--- config.mk ---
export PLATFORM = sky130hd
export DESIGN_NAME = press_step_controller
export DESIGN_NICKNAME = d
export VERILOG_FILES = /design/src/rtl/press_step_controller.sv
export SDC_FILE = /design/constraint.sdc
export NUM_CORES = 1
export LEC_CHECK = 0
export CORE_MARGIN = 2
export CORE_UTILIZATION = 46
export CTS_CLUSTER_DIAMETER = 50
export DETAILED_ROUTE_END_ITERATION = 6
export PLACE_DENSITY = 0.62
export SLEW_MARGIN = 20
export SYNTH_ARGS = -nofsm -noshare
export SYNTH_HDL_FRONTEND = slang
export SYNTH_SLANG_ARGS = --single-unit
export TNS_END_PERCENT = 100
--- constraint.sdc ---
create_clock -name clk -period 2.4 [get_ports clk]
set_input_delay 0.36 -clock clk [delete_from_list [all_inputs] [get_ports clk]]
set_output_delay 0.36 -clock clk [all_outputs]
set_load 0.02 [all_outputs]
--- src/rtl/press_step_controller.sv ---
// Button sequencing controller: three raw buttons are synchronized, debounced and
// arbitrated into single-cycle increment/clear commands, with a divided-rate auto-run mode.
module press_step_controller #(
    parameter int unsigned      WIDTH      = 32,
    parameter int unsigned      TICK_DIV   = 12_000_000,
    parameter int unsigned      DEB_CYCLES = 240_000,
    parameter logic [WIDTH-1:0] LIMIT      = {WIDTH{1'b1}}
) (
    input  logic             clk,
    input  logic             rst_n,
    input  logic             btn_step,
    input  logic             btn_run,
    input  logic             btn_clr,
    input  logic [WIDTH-1:0] count_i,
    output logic             inc_o,
    output logic             clr_o,
    output logic             running_o,
    output logic [1:0]       state_o
);

    localparam int unsigned     DEB_W     = $clog2(DEB_CYCLES + 1);
    localparam int unsigned     TICK_W    = $clog2(TICK_DIV);
    localparam logic [DEB_W-1:0]  DEB_LAST  = DEB_W'(DEB_CYCLES - 1);
    localparam logic [TICK_W-1:0] TICK_LAST = TICK_W'(TICK_DIV - 1);

    typedef enum logic [1:0] {
        ST_IDLE  = 2'd0,
        ST_RUN   = 2'd1,
        ST_CLEAR = 2'd2
    } state_t;

    // Button index order used throughout: 0 = step, 1 = run, 2 = clear.
    logic [2:0]       w_btn;
    logic [2:0]       r_sync1;
    logic [2:0]       r_sync2;
    logic [2:0]       r_deb;
    logic [2:0]       r_ev;
    logic [DEB_W-1:0] r_deb_cnt [3];

    assign w_btn = {btn_clr, btn_run, btn_step};

    // NOTE: raw buttons are asynchronous, so nothing reads them before the second flop.
    always_ff @(posedge clk or negedge rst_n) begin
        if (!rst_n) begin
            r_sync1 <= '0;
            r_sync2 <= '0;
            r_deb   <= '0;
            r_ev    <= '0;
            for (int i = 0; i < 3; i++) begin
                r_deb_cnt[i] <= '0;
            end
        end else begin
            r_sync1 <= w_btn;
            r_sync2 <= r_sync1;
            for (int i = 0; i < 3; i++) begin
                r_ev[i] <= 1'b0;
                if (r_sync2[i] != r_deb[i]) begin
                    if (r_deb_cnt[i] == DEB_LAST) begin
                        r_deb[i]     <= r_sync2[i];
                        r_deb_cnt[i] <= '0;
                        r_ev[i]      <= r_sync2[i];
                    end else begin
                        r_deb_cnt[i] <= r_deb_cnt[i] + DEB_W'(1);
                    end
                end else begin
                    r_deb_cnt[i] <= '0;
                end
            end
        end
    end

    logic w_ev_step;
    logic w_ev_run;
    logic w_ev_clr;
    logic w_at_limit;
    logic w_tick_done;

    assign w_ev_step   = r_ev[0];
    assign w_ev_run    = r_ev[1];
    assign w_ev_clr    = r_ev[2];
    assign w_at_limit  = (count_i == LIMIT);

    state_t            r_state;
    logic [TICK_W-1:0] r_tick;
    logic              r_inc;
    logic              r_clr;
    logic              r_running;

    assign w_tick_done = (r_tick == TICK_LAST);

    always_ff @(posedge clk or negedge rst_n) begin
        if (!rst_n) begin
            r_state   <= ST_IDLE;
            r_tick    <= '0;
            r_inc     <= 1'b0;
            r_clr     <= 1'b0;
            r_running <= 1'b0;
        end else begin
            // NOTE: command outputs default low each cycle so every command is a one-clock pulse.
            r_inc <= 1'b0;
            r_clr <= 1'b0;
            case (r_state)
                ST_IDLE: begin
                    r_tick <= '0;
                    if (w_ev_clr) begin
                        r_state <= ST_CLEAR;
                        r_clr   <= 1'b1;
                    end else if (w_ev_run) begin
                        if (!w_at_limit) begin
                            r_state   <= ST_RUN;
                            r_running <= 1'b1;
                        end
                    end else if (w_ev_step) begin
                        r_inc <= 1'b1;
                    end
                end
                ST_RUN: begin
                    if (w_ev_clr) begin
                        r_state   <= ST_CLEAR;
                        r_clr     <= 1'b1;
                        r_running <= 1'b0;
                        r_tick    <= '0;
                    end else if (w_ev_run) begin
                        r_state   <= ST_IDLE;
                        r_running <= 1'b0;
                        r_tick    <= '0;
                    end else if (w_tick_done) begin
                        r_tick <= '0;
                        // Auto-stop: never auto-increment a counter already sitting at LIMIT.
                        if (w_at_limit) begin
                            r_state   <= ST_IDLE;
                            r_running <= 1'b0;
                        end else begin
                            r_inc <= 1'b1;
                        end
                    end else begin
                        r_tick <= r_tick + TICK_W'(1);
                    end
                end
                ST_CLEAR: begin
                    r_state <= ST_IDLE;
                    r_tick  <= '0;
                end
                default: begin
                    r_state   <= ST_IDLE;
                    r_tick    <= '0;
                    r_running <= 1'b0;
                end
            endcase
        end
    end

    assign inc_o     = r_inc;
    assign clr_o     = r_clr;
    assign running_o = r_running;
    assign state_o   = r_state;

endmodule

* Word-level counts from Yosys, hierarchy flattened
Cells that the tools add are included.
Word-level totals: logic and storage cells 85, input port bits 37, register bits 95
Operators by class: reductions and logical operators 7, $add $sub $neg 4, equality and inequality tests 17, muxes and demuxes 42, bitwise logic cells 1
Operators by type and width (number):
- $mux W18 | 6
- $mux W24 | 4
- $add A18 B1 Y18 const B | 3
- $eq A18 B18 Y1 const B | 3
- $eq A32 B32 Y1 const B | 1
- $add A24 B1 Y24 const B | 1
- $eq A24 B24 Y1 const B | 1
- $mux W1 | 22
- $mux W2 | 7
- $ne A4 B4 Y1 const B | 2
- $ne A2 B2 Y1 const B | 3
- $ne A3 B3 Y1 const B | 2
- $reduce_and A2 Y1 | 3
- $reduce_and A6 Y1 | 1
- $pmux W2 S2 | 1
- $reduce_and A4 Y1 | 1
- $ne A1 B1 Y1 | 3
- $pmux W1 S3 | 1
- $eq A2 B1 Y1 const B | 1
- $eq A2 B2 Y1 const B | 1
- $logic_not A2 Y1 | 1
- $pmux W1 S2 | 1
- $reduce_or A2 Y1 | 1
- $not A1 Y1 | 1

* Depth between registers and ports, before layout
depth after elaboration 6, depth in mapped cells 7, gate-level depth less buffers 5

* Worst setup path after synthesis
No wires, ideal clock.
path type register to register, start register r_tick[0], end register r_tick[22], period minus slack after synthesis 2176 ps, cell stages (with the launch flop) 7, slack 224 ps, path buffers 1, arrival time 2089 ps, path through dfrtp_1 > ha_1 > nand3_1 > or4_1 > clkbuf_1 > or4_1 > a211oi_2
Between the ends: longest elaborated chain between the ends 5, elaborated cells on any way between the ends 6
Ends and longest elaborated chain:
- start: declaration | line 84 | logic [TICK_W-1:0] r_tick;
- start signal: assignment | line 137 | r_tick <= r_tick + TICK_W'(1);
- $add A24 B1 Y24 / $eq A24 B24 Y1 (equally long branches) | line 137, 89
- $mux W24 (*) | line 127 | end else if (w_tick_done) begin
- $mux W24 (*) | line 123 | end else if (w_ev_run) begin
- $mux W24 (*) | line 118 | if (w_ev_clr) begin
- $mux W24 (*) | line 102 | case (r_state)
Mark *: on every way between the ends. The rest lies on a longest branch, timed or not. A chain may end at the register's enable or synchronous reset.

* Worst setup path after layout
Ends and elaborated chain as after synthesis.

==> results by group <==
Outcome
  • Outcome: complete, no violations

Flow run
  • Maxcap violations: 0

Route
  • DR vias: 3533
  • DR iter-0 viols: 122
  • Via/cell ratio: 5.41
  • DR pass1 iterations: 4
  • Drc violations: 0
  • Met2 WL post-DR: 4100 um
  • Drt total wl: 8980 um
  • Met1 WL: 4320 um
  • Top sig layer: met4
  • Final ANT Viol Nets: 0
  • Metal3 WL: 429 um
  • Routed WL per cell: 13.8 um

Critical path
  • Worst path most repeated cell: or4_1
  • Slowest CP cell: or4_1
  • Setup CP Type: reg2reg
  • Launching point of the worst reg2reg path: r_tick[0]
  • Critical Path End Type: flip-flop
  • CP startpoint: r_tick[0]
  • CP max FO: 7
  • Crit path cell chain: ha_1 > nand3_1 > or4_1 > or4_1 > a211oi_2
  • Arrival time worst endpoint: 2.53 ns
  • Largest stage delay, worst path: 0.66 ns
  • CP startpoint kind: flip-flop
  • Critical path required time: 2.71 ns

Logic synthesis
  • Count of cell types in the netlist: 45
  • Yosys warns: 0
  • Seq cells post-synth: 95
  • Gate Count Post-Synth: 462
  • Register area share after synthesis: 51.2%
  • Syn_nets: 503
  • Avg Cell Area, Syn: 10.0 um2
  • Synth Cell Area: 4640 um2

Clocking
  • H-tree depth: 3
  • Max clock buf depth: 2
  • Postcts setup bufs: 0
  • Clock sink count: 95
  • CTS tree: built
  • Clock Latency Late Sink: 0.38 ns
  • Clock Pin Slew Worst Setup and Hold Paths: 0.10 ns
  • CTS root buf: clkbuf_8
  • CTS buffer count: 9

Global routing
  • Largest net degree at the start of global routing: 57
  • Vias in the first global route: 3390
  • GR Overflow Total: 0
  • Global-route wire length before repair: 15600 um
  • Initial antenna violation count: 0
  • GRT Overall Usage: 17.8%

Power and ir drop
  • Max IR drop VDD: 436 uV
  • Pwr Density: 510 nW/um2
  • Leakage: 2.11 nW

Finish
  • Leading cell type in the layout, fill and taps excluded: dfrtp_1
  • Nets: 556
  • Post-layout instance area: 5470 um2
  • Fraction of layout cells with a size suffix above 1: 8.27%
  • Layout area overhead: 17.9%
  • N_diodes: 0
  • Filler Cells Inserted: 894
  • Most frequent cells in the layout: dfrtp_1, nor2_1, clkdlybuf4s50_1

STA
  • Final period demand of the worst path: 2.22 ns
  • Final Max Slew Viols: 0
  • Final TNS setup: 0 ns
  • Fmax: 450 MHz
  • Final Skew: 0.0118 ns
  • RSZ-0062 raised after global routing: no
  • Max_slew headroom: 61.3%
  • Final hold vios: 0
  • Slew @ Worst Pin: 0.575 ns
  • Final period util: 92.6%
  • Final setup fails: 0

Floorplanning
  • Die H: 104 um
  • Die width: 104 um
  • DIE AREA: 10900 um2
  • CORE AREA: 9770 um2
  • Number of I/O pins: 42
  • Starting Density: 47.5%
  • Row Count: 36

Placement
  • Placer Congestion: 0.851
  • IO Port Bufs: 41
  • Cell Area, Placed: 5280 um2
  • Post-DP HPWL: 6420 um

Hold path
  • Worst hold start: r_sync1[2]
  • Hold crit path type: reg2reg
==> Yosys cell counts (all sizes together) <==
library cell	instances	area, um2
ha	4	50.1
nand2b	3	18.8
mux2i	2	20.0
nor4bb	2	20.0
a211oi	7	57.6
xor2	23	201
mux2	3	33.8
and4	6	53.8
nor4	21	131
and4b	1	10.0
nand2	21	78.8
or4b	1	10.0
o211ai	3	22.5
nor2b	3	18.8
or4	10	76.3
nor2	52	195
inv	11	41.3
dfrtp	95	2380
a21boi	1	7.51
o21bai	2	15.0
nand4	31	209
o22ai	1	6.26
a21bo	2	20.0
o31ai	4	30.0
nor3	27	135
and3	6	37.5
nand4bb	1	11.3
a21oi	10	50.1
or3	9	58.8
and2	4	25.0
nand3	33	165
or2	2	12.5
nor4b	3	26.3
nand3b	1	7.51
nor3b	2	15.0
buf	2	10.0
clkbuf	10	37.5
xnor2	34	298
o21ai	9	45.0
==> metal layers <==
| layer | vias up | global-route usage, % |
|---|---|---|
| li1 | 1790 | - |
| met1 | 1668 | 24.2 |
| met2 | 64 | 27.0 |
| met3 | 11 | 5.45 |
| met4 | 0 | 6.08 |
| met5 | - | 0 |
==> metrics by stage <==
| stage | std cells | total power, mW | setup slack [ns] | util [%] | hold WS [ns] |
|---|---|---|---|---|---|
| 2_1_floorplan | 462 | 1.70 | 0.224 | - | 0.0644 |
| 3_5_place_dp | 636 | 1.81 | 0.191 | 54.0 | 0.335 |
| 3_3_place_gp | 636 | 1.81 | 0.241 | 54.0 | 0.334 |
| 5_1_grt | 653 | 2.93 | 0.0413 | 56.0 | 0.362 |
| 6_report | 653 | 2.79 | 0.178 | 56.0 | 0.348 |
| 4_1_cts | 653 | 2.84 | 0.167 | 56.0 | 0.354 |
==> sequential cells by signal, summed over array words and instances, names as in the netlist <==
name,count
r_deb_cnt,54
r_sync1,3
running_o,1
clr_o,1
inc_o,1
r_ev,3
r_tick,24
r_sync2,3
r_deb,3
state_o,2
==> kinds of logic after synthesis <==
group / count (synthesis) / share of synthesized area [%]
mux: 5 / 1.16
compound gates: 39 / 5.47
simple gates: 239 / 28.4
fa+ha+maj: 4 / 1.08
xor+xnor: 57 / 10.8
flops: 95 / 51.2
buf+inv: 23 / 1.91
==> critical path: cells and delay by family (launching register included) <==
family | cells | cell delay, ns
flops | 1 | 0.41
simple gates | 3 | 1.30
compound gates | 1 | 0.22
fa+ha+maj | 1 | 0.22
==> final timing paths <==
path / to / slack, ns / depth (start not counted)
worst max-delay path: r_tick[22] / 0.18 / 5
worst min-delay path: r_sync2[2] / 0.35 / 0
worst max register to register: r_tick[22] / 0.18 / 5
worst min register to register: r_sync2[2] / 0.35 / 0
max in group asynchronous: r_deb_cnt[0] / 1.24 / 3
min in group asynchronous: r_tick[17] / 0.49 / 2
==> area by class of cell <==
class                           count  area (um2)  share of cell area (%)
Sequential cell                    95        2380                    43.5
Multi-Input combinational cell    344        2180                    39.8
Tap cell                          133         166                    3.04
Clock inverter                      7        61.3                    1.12
Inverter                           11        41.3                   0.755
Timing Repair Buffer               54         520                    9.52
Clock buffer                        9         124                    2.26
==> report_power, final <==
| part | total (mW) | switching [mW] | internal, mW | leakage [nW] |
|---|---|---|---|---|
| Clock | 1.02 | 0.619 | 0.398 | 0.0892 |
| Sequential | 1.63 | 0.0146 | 1.62 | 1.28 |
| Combinational | 0.143 | 0.0655 | 0.0772 | 0.737 |
| Total | 2.79 | 0.700 | 2.09 | 2.11 |
==> what timing repair did <==
| action | 4_1_cts | 5_1_grt |
|---|---|---|
| resized for setup | 0 | 0 |
| hold buffers | 1 | 0 |
| endpoints found under the hold margin | 39 | 0 |
No activity file was read; power rests on OpenSTA's default activity.
